## config.mk

```make
export PLATFORM = sky130hd
export DESIGN_NAME = button_event_ctrl
export DESIGN_NICKNAME = d
export VERILOG_FILES = /design/src/rtl/button_event_ctrl_pkg.sv /design/src/rtl/button_event_ctrl_rr_arbiter.sv /design/src/rtl/button_event_ctrl.sv
export SDC_FILE = /design/constraint.sdc
export NUM_CORES = 1
export LEC_CHECK = 0
export BUFFER_PORTS_ARGS = -buffer_cell sky130_fd_sc_hd__buf_2
export CAP_MARGIN = 40
export CORE_UTILIZATION = 25
export DETAILED_ROUTE_END_ITERATION = 12
export GPL_TIMING_DRIVEN = 1
export PLACE_DENSITY = 0.36
export SLEW_MARGIN = 10
export SYNTH_ARGS = -nofsm -noshare
export SYNTH_HDL_FRONTEND = slang
export SYNTH_HIERARCHICAL = 1
export SYNTH_SLANG_ARGS = --single-unit
```

## constraint.sdc

```tcl
create_clock -name clk -period 14.8 [get_ports clk]
set_clock_uncertainty 0.15 [all_clocks]
set_input_delay 2.96 -clock clk [delete_from_list [all_inputs] [get_ports clk]]
set_output_delay 2.96 -clock clk [all_outputs]
set_load 0.05 [all_outputs]
```

## src/rtl/button_event_ctrl_pkg.sv

```systemverilog
// Shared event codes, per-button FSM states and helpers for button_event_ctrl.
package button_event_ctrl_pkg;

  localparam int BTN_IDX_W = 3;

  typedef enum logic [1:0] {
    EVT_PRESS   = 2'd0,
    EVT_RELEASE = 2'd1,
    EVT_LONG    = 2'd2,
    EVT_REPEAT  = 2'd3
  } evt_kind_e;

  typedef enum logic [1:0] {
    ST_IDLE = 2'd0,
    ST_HOLD = 2'd1,
    ST_RPT  = 2'd2
  } btn_state_e;

  typedef struct packed {
    logic      vld;
    evt_kind_e kind;
  } slot_t;

  // Hold counters stop at all-ones instead of wrapping back to a short hold.
  function automatic logic [15:0] sat_inc(input logic [15:0] v, input logic en);
    return (en && v != 16'hFFFF) ? v + 16'd1 : v;
  endfunction

endpackage

```

## src/rtl/button_event_ctrl_rr_arbiter.sv

```systemverilog
// Round-robin selector over occupied event slots; search starts after the last grant.
module rr_arbiter
  import button_event_ctrl_pkg::*;
#(
  parameter int N = 5
) (
  input  logic                 clk,
  input  logic                 rst,
  input  logic [N-1:0]         req,
  input  logic                 advance,
  output logic [BTN_IDX_W-1:0] gnt_idx,
  output logic                 gnt_any
);

  logic [BTN_IDX_W-1:0] last_q;

  // Two passes: indices above the last grant first, then wrap to the rest.
  always_comb begin
    gnt_any = 1'b0;
    gnt_idx = '0;
    for (int j = 0; j < N; j++) begin
      if (!gnt_any && req[j] && j > int'(last_q)) begin
        gnt_any = 1'b1;
        gnt_idx = BTN_IDX_W'(j);
      end
    end
    for (int j = 0; j < N; j++) begin
      if (!gnt_any && req[j] && j <= int'(last_q)) begin
        gnt_any = 1'b1;
        gnt_idx = BTN_IDX_W'(j);
      end
    end
  end

  always_ff @(posedge clk or posedge rst) begin
    if (rst)                     last_q <= '0;
    else if (advance && gnt_any) last_q <= gnt_idx;
  end

endmodule

```

## src/rtl/button_event_ctrl.sv

```systemverilog
// Per-button PRESS/RELEASE/LONG/REPEAT event generator with one-deep slots,
// round-robin arbitration and a registered valid/ready event output.
module button_event_ctrl
  import button_event_ctrl_pkg::*;
#(
  parameter int NUM_BTN   = 5,
  parameter int CLK_FREQ  = 100_000_000,
  parameter int LONG_MS   = 500,
  parameter int REPEAT_MS = 100
) (
  input  logic               clk,
  input  logic               rst,
  input  logic [NUM_BTN-1:0] btn_lvl,
  output logic               evt_valid,
  input  logic               evt_ready,
  output logic [2:0]         evt_btn,
  output logic [1:0]         evt_kind,
  output logic               evt_drop,
  input  logic               drop_clr
);

  localparam int DIV = (CLK_FREQ / 1000 < 1) ? 1 : CLK_FREQ / 1000;

  logic [31:0] presc_q;
  logic        ms_tick;

  assign ms_tick = (presc_q == 32'(DIV - 1));

  always_ff @(posedge clk or posedge rst) begin
    if (rst)          presc_q <= '0;
    else if (ms_tick) presc_q <= '0;
    else              presc_q <= presc_q + 32'd1;
  end

  logic [NUM_BTN-1:0] btn_q, rise, fall;

  assign rise = btn_lvl & ~btn_q;
  assign fall = ~btn_lvl & btn_q;

  btn_state_e         st_q    [NUM_BTN];
  btn_state_e         st_d    [NUM_BTN];
  logic [15:0]        cnt_q   [NUM_BTN];
  logic [15:0]        cnt_d   [NUM_BTN];
  logic [15:0]        cnt_inc [NUM_BTN];
  logic [NUM_BTN-1:0] new_vld;
  evt_kind_e          new_kind[NUM_BTN];

  always_comb begin
    for (int i = 0; i < NUM_BTN; i++) begin
      cnt_inc[i]  = sat_inc(cnt_q[i], ms_tick);
      st_d[i]     = st_q[i];
      cnt_d[i]    = cnt_inc[i];
      new_vld[i]  = 1'b0;
      new_kind[i] = EVT_PRESS;
      case (st_q[i])
        ST_IDLE: begin
          cnt_d[i] = '0;
          if (rise[i]) begin
            st_d[i]    = ST_HOLD;
            new_vld[i] = 1'b1;
          end
        end
        ST_HOLD: begin
          if (fall[i]) begin
            st_d[i]     = ST_IDLE;
            cnt_d[i]    = '0;
            new_vld[i]  = 1'b1;
            new_kind[i] = EVT_RELEASE;
          end else if (cnt_inc[i] >= 16'(LONG_MS)) begin
            st_d[i]     = ST_RPT;
            cnt_d[i]    = '0;
            new_vld[i]  = 1'b1;
            new_kind[i] = EVT_LONG;
          end
        end
        ST_RPT: begin
          if (fall[i]) begin
            st_d[i]     = ST_IDLE;
            cnt_d[i]    = '0;
            new_vld[i]  = 1'b1;
            new_kind[i] = EVT_RELEASE;
          end else if (cnt_inc[i] >= 16'(REPEAT_MS)) begin
            cnt_d[i]    = '0;
            new_vld[i]  = 1'b1;
            new_kind[i] = EVT_REPEAT;
          end
        end
        default: begin
          st_d[i]  = ST_IDLE;
          cnt_d[i] = '0;
        end
      endcase
    end
  end

  always_ff @(posedge clk or posedge rst) begin
    if (rst) begin
      btn_q <= '0;
      for (int i = 0; i < NUM_BTN; i++) begin
        st_q[i]  <= ST_IDLE;
        cnt_q[i] <= '0;
      end
    end else begin
      btn_q <= btn_lvl;
      for (int i = 0; i < NUM_BTN; i++) begin
        st_q[i]  <= st_d[i];
        cnt_q[i] <= cnt_d[i];
      end
    end
  end

  slot_t                slot_q[NUM_BTN];
  logic [NUM_BTN-1:0]   slot_vld, gnt_vec;
  logic [BTN_IDX_W-1:0] gnt_idx;
  logic                 gnt_any, load, drop_set;
  evt_kind_e            g_kind;

  // Output register takes a new grant when empty or when its event is leaving.
  assign load = gnt_any && (!evt_valid || evt_ready);

  rr_arbiter #(.N(NUM_BTN)) u_arb (
    .clk     (clk),
    .rst     (rst),
    .req     (slot_vld),
    .advance (load),
    .gnt_idx (gnt_idx),
    .gnt_any (gnt_any)
  );

  always_comb begin
    slot_vld = '0;
    gnt_vec  = '0;
    g_kind   = EVT_PRESS;
    for (int i = 0; i < NUM_BTN; i++) begin
      slot_vld[i] = slot_q[i].vld;
      if (gnt_idx == BTN_IDX_W'(i)) begin
        gnt_vec[i] = load;
        g_kind     = slot_q[i].kind;
      end
    end
  end

  // A slot being granted this cycle can be refilled without counting as a drop.
  assign drop_set = |(new_vld & slot_vld & ~gnt_vec);

  always_ff @(posedge clk or posedge rst) begin
    if (rst) begin
      for (int i = 0; i < NUM_BTN; i++) slot_q[i] <= '{vld: 1'b0, kind: EVT_PRESS};
    end else begin
      for (int i = 0; i < NUM_BTN; i++) begin
        if (new_vld[i])      slot_q[i] <= '{vld: 1'b1, kind: new_kind[i]};
        else if (gnt_vec[i]) slot_q[i].vld <= 1'b0;
      end
    end
  end

  always_ff @(posedge clk or posedge rst) begin
    if (rst) begin
      evt_valid <= 1'b0;
      evt_btn   <= '0;
      evt_kind  <= '0;
    end else if (load) begin
      evt_valid <= 1'b1;
      evt_btn   <= gnt_idx;
      evt_kind  <= g_kind;
    end else if (evt_ready) begin
      evt_valid <= 1'b0;
    end
  end

  always_ff @(posedge clk or posedge rst) begin
    if (rst)           evt_drop <= 1'b0;
    else if (drop_set) evt_drop <= 1'b1;
    else if (drop_clr) evt_drop <= 1'b0;
  end

endmodule
```

==> impl_metrics.yaml, run 1 <==
run_status:
  outcome: "finished, final reports clean"
pwr:
  ir_worst_vdd_mv: 0.06804
  p_leak_nw: 4.273
  total_power_mw: 1.383
  power_density_nw_per_um2: 129.2
logic_synthesis:
  yosysUniqueCellTypes: 97
  synth_simple_gate_area_share_pct: 26.04
  synth_ff_type: "dfrtp_1"
  synth-edff-count: 0
  syn_inst: 1019
  synth_xor_area_share_pct: 7.724
  synth_compound_area_share_pct: 15.00
  ys.warnings.count: 6
  synth_fa_ha_area_share_pct: 3.457
  seq_area_frac_synth_pct: 40.41
  synthMuxAreaShare_pct: 3.536
  ys_top_cells_by_area: "dfrtp_1 (40%), xnor2_1 (4.7%), nor2_1 (4.5%), ha_1 (3.5%), nand2_1 (3.2%)"
  synth_top_area_cell: "dfrtp_1"
  synth_top_family_by_area: "simple AND/OR/NAND/NOR gates"
  syn_avg_cell_area_um2: 9.236
  ys_ff_latch: 152
  synth_area_um2: 9412
  yosysTopAreaCellShare_pct: 40.41
  async_reset_ff_share_pct: 100.0
cts:
  cts_num_sinks: 152
  clk_latency_ns: 0.44
  cts_setup_buffers: 0
  hold_buffers: 0
  cts_tree: "built"
  cts_buffers: 17
  clockBufferDepth: 2
  htree_levels: 4
  post_cts_resized: 0
  root_buffer: "clkbuf_16"
  clk_pin_slew_ns: 0.07
timing:
  hold_viol: 0
  tightest_slew_ns: 0.8175
  fmax_mhz: 227.6
  maxSlewHeadroom_pct: 45.00
  slew_violations: 0
  rsz0062_at_grt: "false"
  setup_tns_ns: 0
  post-route-min-period_ns: 4.394
  final-setup-viol-count: 0
  finalCritPeriodShare_pct: 29.69
cells_and_area:
  final_common_cell: "dfrtp_1"
  final_nets: 1088
  synthToLayoutAreaGrowth_pct: 13.71
  drive_gt1_share_pct: 9.850
  antennaDiodeCount: 0
  layout_common_cells: "dfrtp_1 (152), nor2_1 (113), nand2_1 (79)"
  fillCellCount: 3878
routing:
  num_vias: 7444
  drc: 0
  viasPerCell: 4.853
  dr.pass1.iters: 5
  postRouteAntennaNets: 0
  routed_wl_um: 23410
  wl_per_cell_um: 15.26
  first_iter_violations: 341
placed_design:
  portBuffers: 15
  routabilityCongestion: 0.7598
  dpl.hpwl_um: 16740
grt:
  grt_max_degree: 61
  grt_pass1_wl_um: 39500
  grt_overflow: 0
  grt_usage_pct: 12.93
  grt_antenna_before_repair: 2
  grt_pass1_vias: 7408
critical_path:
  cp-end-kind: "flip-flop"
  critPathLaunch: "evt_ready"
  worst-path-max-fanout: 11
  start_kind: "input pin"
  r2r_start: "presc_q[6]"
  required_ns: 14.97
  critPathKind: "in -> reg"
  arrival_ns: 4.56
floorplan:
  io_pins: 16
  dieArea_um2: 38430
  die_x_um: 196.0
  start_util_pct: 25.59
  rows: 70
  core_area_um2: 36790
  die_h_um: 196.0
hold_path:
  hp-class: "reg -> reg"
  hold_start: "evt_kind[1]"
run:
  maxCapViolations: 0
report_power, final:
part / internal [mW] / total, mW / leakage, nW / switching (mW)
registers: 0.458 / 0.503 / 1.96 / 0.0450
logic: 0.167 / 0.416 / 2.02 / 0.249
clock network: 0.256 / 0.464 / 0.294 / 0.208
flip-flops by register name, indices dropped and copies added, names as in the netlist:
register and count:
presc_q 32, evt_drop 1, evt_kind 2, evt_btn 3, btn_q 5, st_q 10, evt_valid 1, slot_q 15
cnt_q 80, u_arb/last_q 3
final cells by class:
cell class / count / area [µm²] / share of cell area (%)
multi-input combinational: 816 / 5385 / 50.32
timing repair buffer: 22 / 147.6 / 1.380
tap: 468 / 585.6 / 5.472
clock inverter: 15 / 183.9 / 1.719
inverter: 44 / 170.2 / 1.590
sequential: 152 / 3804 / 35.54
clock buffer: 17 / 425.4 / 3.975
cell families (layout without fill, tap and decap cells):
kind of cell / after synthesis / count (layout)
mux: 31 / 31
fa+ha+maj: 26 / 26
xor+xnor: 83 / 83
flops: 152 / 152
compound gates: 191 / 191
other cells: 1 / 35
simple gates: 450 / 450
buf+inv: 85 / 98
per-stage QoR:
stage	hold WS, ns	instance area, µm²	util, %	setup WS (ns)	std cells
after detailed placement	0.3158	10090	27.44	9.973	1502
final	0.3242	10700	29.09	10.41	1534
after global routing	0.3688	10700	29.09	10.33	1534
after CTS	0.3319	10700	29.09	10.45	1534
after floorplan	0.2941	9539	-	7.682	1053
after global placement	0.3156	10060	27.36	9.970	1501
critical path: stages:
cell and delay, ns:
buf_2 0.07, nand2b_1 0.11, nand2_1 0.25, o41ai_1 0.60, nor3_1 0.12, nor3_1 0.19, o311a_1 0.18, nand3_1 0.07
path summary, 6_finish.rpt:
check | depth (start not counted) | slack (ns) | to
min in group asynchronous | 2 | 2.28 | u_arb/last_q[0]
hold / removal | 2 | 0.32 | evt_kind[1]
setup reg to reg | 11 | 10.96 | slot_q[3]
setup / recovery | 8 | 10.41 | evt_drop
max in group asynchronous | 4 | 10.72 | cnt_q[40]
hold reg to reg | 2 | 0.32 | evt_kind[1]
synth_stat cells (all sizes together), types with 9 or more instances:
master  instances
a211oi         10
a21oi          25
a22oi          10
a31oi          17
and2           15
and3           26
buf            11
clkbuf         30
dfrtp         152
ha             26
inv            44
mux2           12
mux2i          19
nand2          81
nand2b         13
nand3          52
nand4          37
nor2          113
nor2b          13
nor3           22
nor4           27
o21ai          41
o22ai           9
or3            11
xnor2          50
xor2           33
metal layers:
| layer | track usage [%] | up-vias | wire, µm |
|---|---|---|---|
| li1 | - | 3755 | - |
| met1 | 17.80 | 3591 | 11970 |
| met2 | 20.09 | 77 | 10460 |
| met3 | 2.785 | 19 | 628 |
| met4 | 4.109 | 2 | 323 |
| met5 | 0 | - | 17 |
Note: power is estimated with default switching activity, not from simulation.
==> inputs of run 2 (changes only) <==
- clock period: 14.8 -> 4.6 ns (I/O delays scaled with it)
==> impl_metrics.yaml, run 2 (synthesized netlist as in run 1, its figures left out) <==
routing:
  wl_per_cell_um: 15.27
  viasPerCell: 4.831
  dr.pass1.iters: 5
  routed_wl_um: 23480
  postRouteAntennaNets: 0
  first_iter_violations: 504
  num_vias: 7430
  drc: 0
floorplan:
  rows: 70
  start_util_pct: 25.59
  io_pins: 16
  core_area_um2: 36790
  dieArea_um2: 38430
  die_h_um: 196.0
  die_x_um: 196.0
cells_and_area:
  layout_common_cells: "dfrtp_1 (152), nor2_1 (113), nand2_1 (79)"
  drive_gt1_share_pct: 10.09
  ff_latch_area_um2: 3804
  fin_area_um2: 10700
  multi_input_area_um2: 5393
  final_nets: 1092
  fillCellCount: 3876
  largest_register_ffs: 80
  antennaDiodeCount: 0
  final_common_cell: "dfrtp_1"
  synthToLayoutAreaGrowth_pct: 13.68
  largest-register: "cnt_q"
  final_util_pct: 29.09
  top_regs: "cnt_q: 80 flops, presc_q: 32 flops, slot_q: 15 flops"
  instances_no_fill: 1538
pwr:
  p_leak_nw: 4.263
  seq_power_share_pct: 36.9
  total_power_mw: 4.399
  switching_power_mw: 1.579
  ir_worst_vdd_mv: 0.1769
  clockPowerShare_pct: 32.4
  combinationalPowerShare_pct: 30.7
  power_density_nw_per_um2: 411.2
  switching_share_pct: 35.89
  internal_power_mw: 2.820
placed_design:
  dpl_worst_slack_ns: 0.8373
  routabilityCongestion: 0.7555
  dpl.cell_count: 1506
  dpl.hpwl_um: 16470
  portBuffers: 15
  post_dp_cell_area_um2: 10120
grt:
  grt_usage_pct: 12.99
  grt_overflow: 0
  grt_pass1_wl_um: 39510
  grt_pass1_vias: 7244
  grt_antenna_before_repair: 0
  grt_max_degree: 92
critical_path:
  r2r-end: "slot_q[12]"
  reg2reg_slack_ns: 0.86
  r2r_start: "presc_q[24]"
  cp-end-kind: "flip-flop"
  critPathKind: "reg -> reg"
  required_ns: 4.77
  cp_cell_sequence: "nor4_1 > nand4_1 > nor3_2 > nand4_1 > or3b_1 > a221oi_2 > nand2_2 > o21ai_2 > a21o_2 > mux2_4"
  crit_slowest_cell: "a221oi_2"
  worst-path-max-fanout: 7
  r2r_cells: 10
  start_kind: "flip-flop"
  arrival_ns: 3.91
  cpPeakStageDelay_ns: 0.47
  crit_top_cell: "nand4_1"
  crit_family: "simple AND/OR/NAND/NOR gates"
  critPathBufInv: 0
timing:
  fmax_mhz: 267.5
  slew_violations: 0
  maxSlewHeadroom_pct: 48.43
  tightest_slew_ns: 0.7735
  finalCritPeriodShare_pct: 81.28
  post-route-min-period_ns: 3.739
  setup_slack_ns: 0.8613
  rsz0062_at_grt: "false"
  final-setup-viol-count: 0
  hold_viol: 0
  setup_tns_ns: 0
  holdWs_ns: 0.2348
cts:
  hold_buffers: 0
  clockBufferDepth: 2
  cts_tree: "built"
  root_buffer: "clkbuf_16"
  cts_buffers: 17
  cts_setup_buffers: 0
  clk_pin_slew_ns: 0.07
  clk_latency_ns: 0.44
  cts_num_sinks: 152
  post_cts_resized: 0
  htree_levels: 4
run_status:
  outcome: "finished, final reports clean"
hold_path:
  hp-class: "in -> async"
run:
  maxCapViolations: 0
-- run 2: layout make-up --
type | instances | area share, %
multi-input cells | 816 | 50.40
flip-flops and latches | 152 | 35.55
well taps | 468 | 5.473
clock buffers | 19 | 4.046
repair buffers | 26 | 1.590
inverters | 44 | 1.579
clock inverters | 13 | 1.357
-- run 2: worst register-to-register path, cell delays in order (launching register included) --
cell and delay, ns:
dfrtp_1 0.46, nor4_1 0.36, nand4_1 0.41, nor3_2 0.37
nand4_1 0.18, or3b_1 0.39, a221oi_2 0.47, nand2_2 0.12
o21ai_2 0.22, a21o_2 0.19, mux2_4 0.30
-- run 2: power groups by stage --
stage / logic [mW] / clock network, mW / registers [mW]
floorplan: 0.991 / 0 / 1.67
global placement: 1.36 / 0 / 1.66
detailed placement: 1.35 / 0 / 1.65
CTS: 1.36 / 1.50 / 1.63
global route: 1.51 / 1.55 / 1.65
finish: 1.35 / 1.42 / 1.63
-- run 2: metal layers --
metal / GRT usage (%) / vias up / routed length [µm]
met2: 19.63 / 82 / 10490
li1: - / 3752 / -
met4: 4.340 / 0 / 265
met3: 2.407 / 14 / 524
met1: 18.52 / 3582 / 12200
met5: 0 / - / 0
-- run 2: how the worst max path moves through the flow --
stage	startpoint	endpoint	slack (ns)	cells after the start
2_1_floorplan	presc_q[0]	slot_q[3]	1.38	13
3_3_place_gp	cnt_q[64]	slot_q[12]	0.82	11
3_5_place_dp	presc_q[24]	slot_q[9]	0.84	9
4_1_cts	presc_q[24]	slot_q[9]	0.81	9
5_1_grt	presc_q[6]	slot_q[12]	0.56	10
6_report	presc_q[24]	slot_q[12]	0.86	10
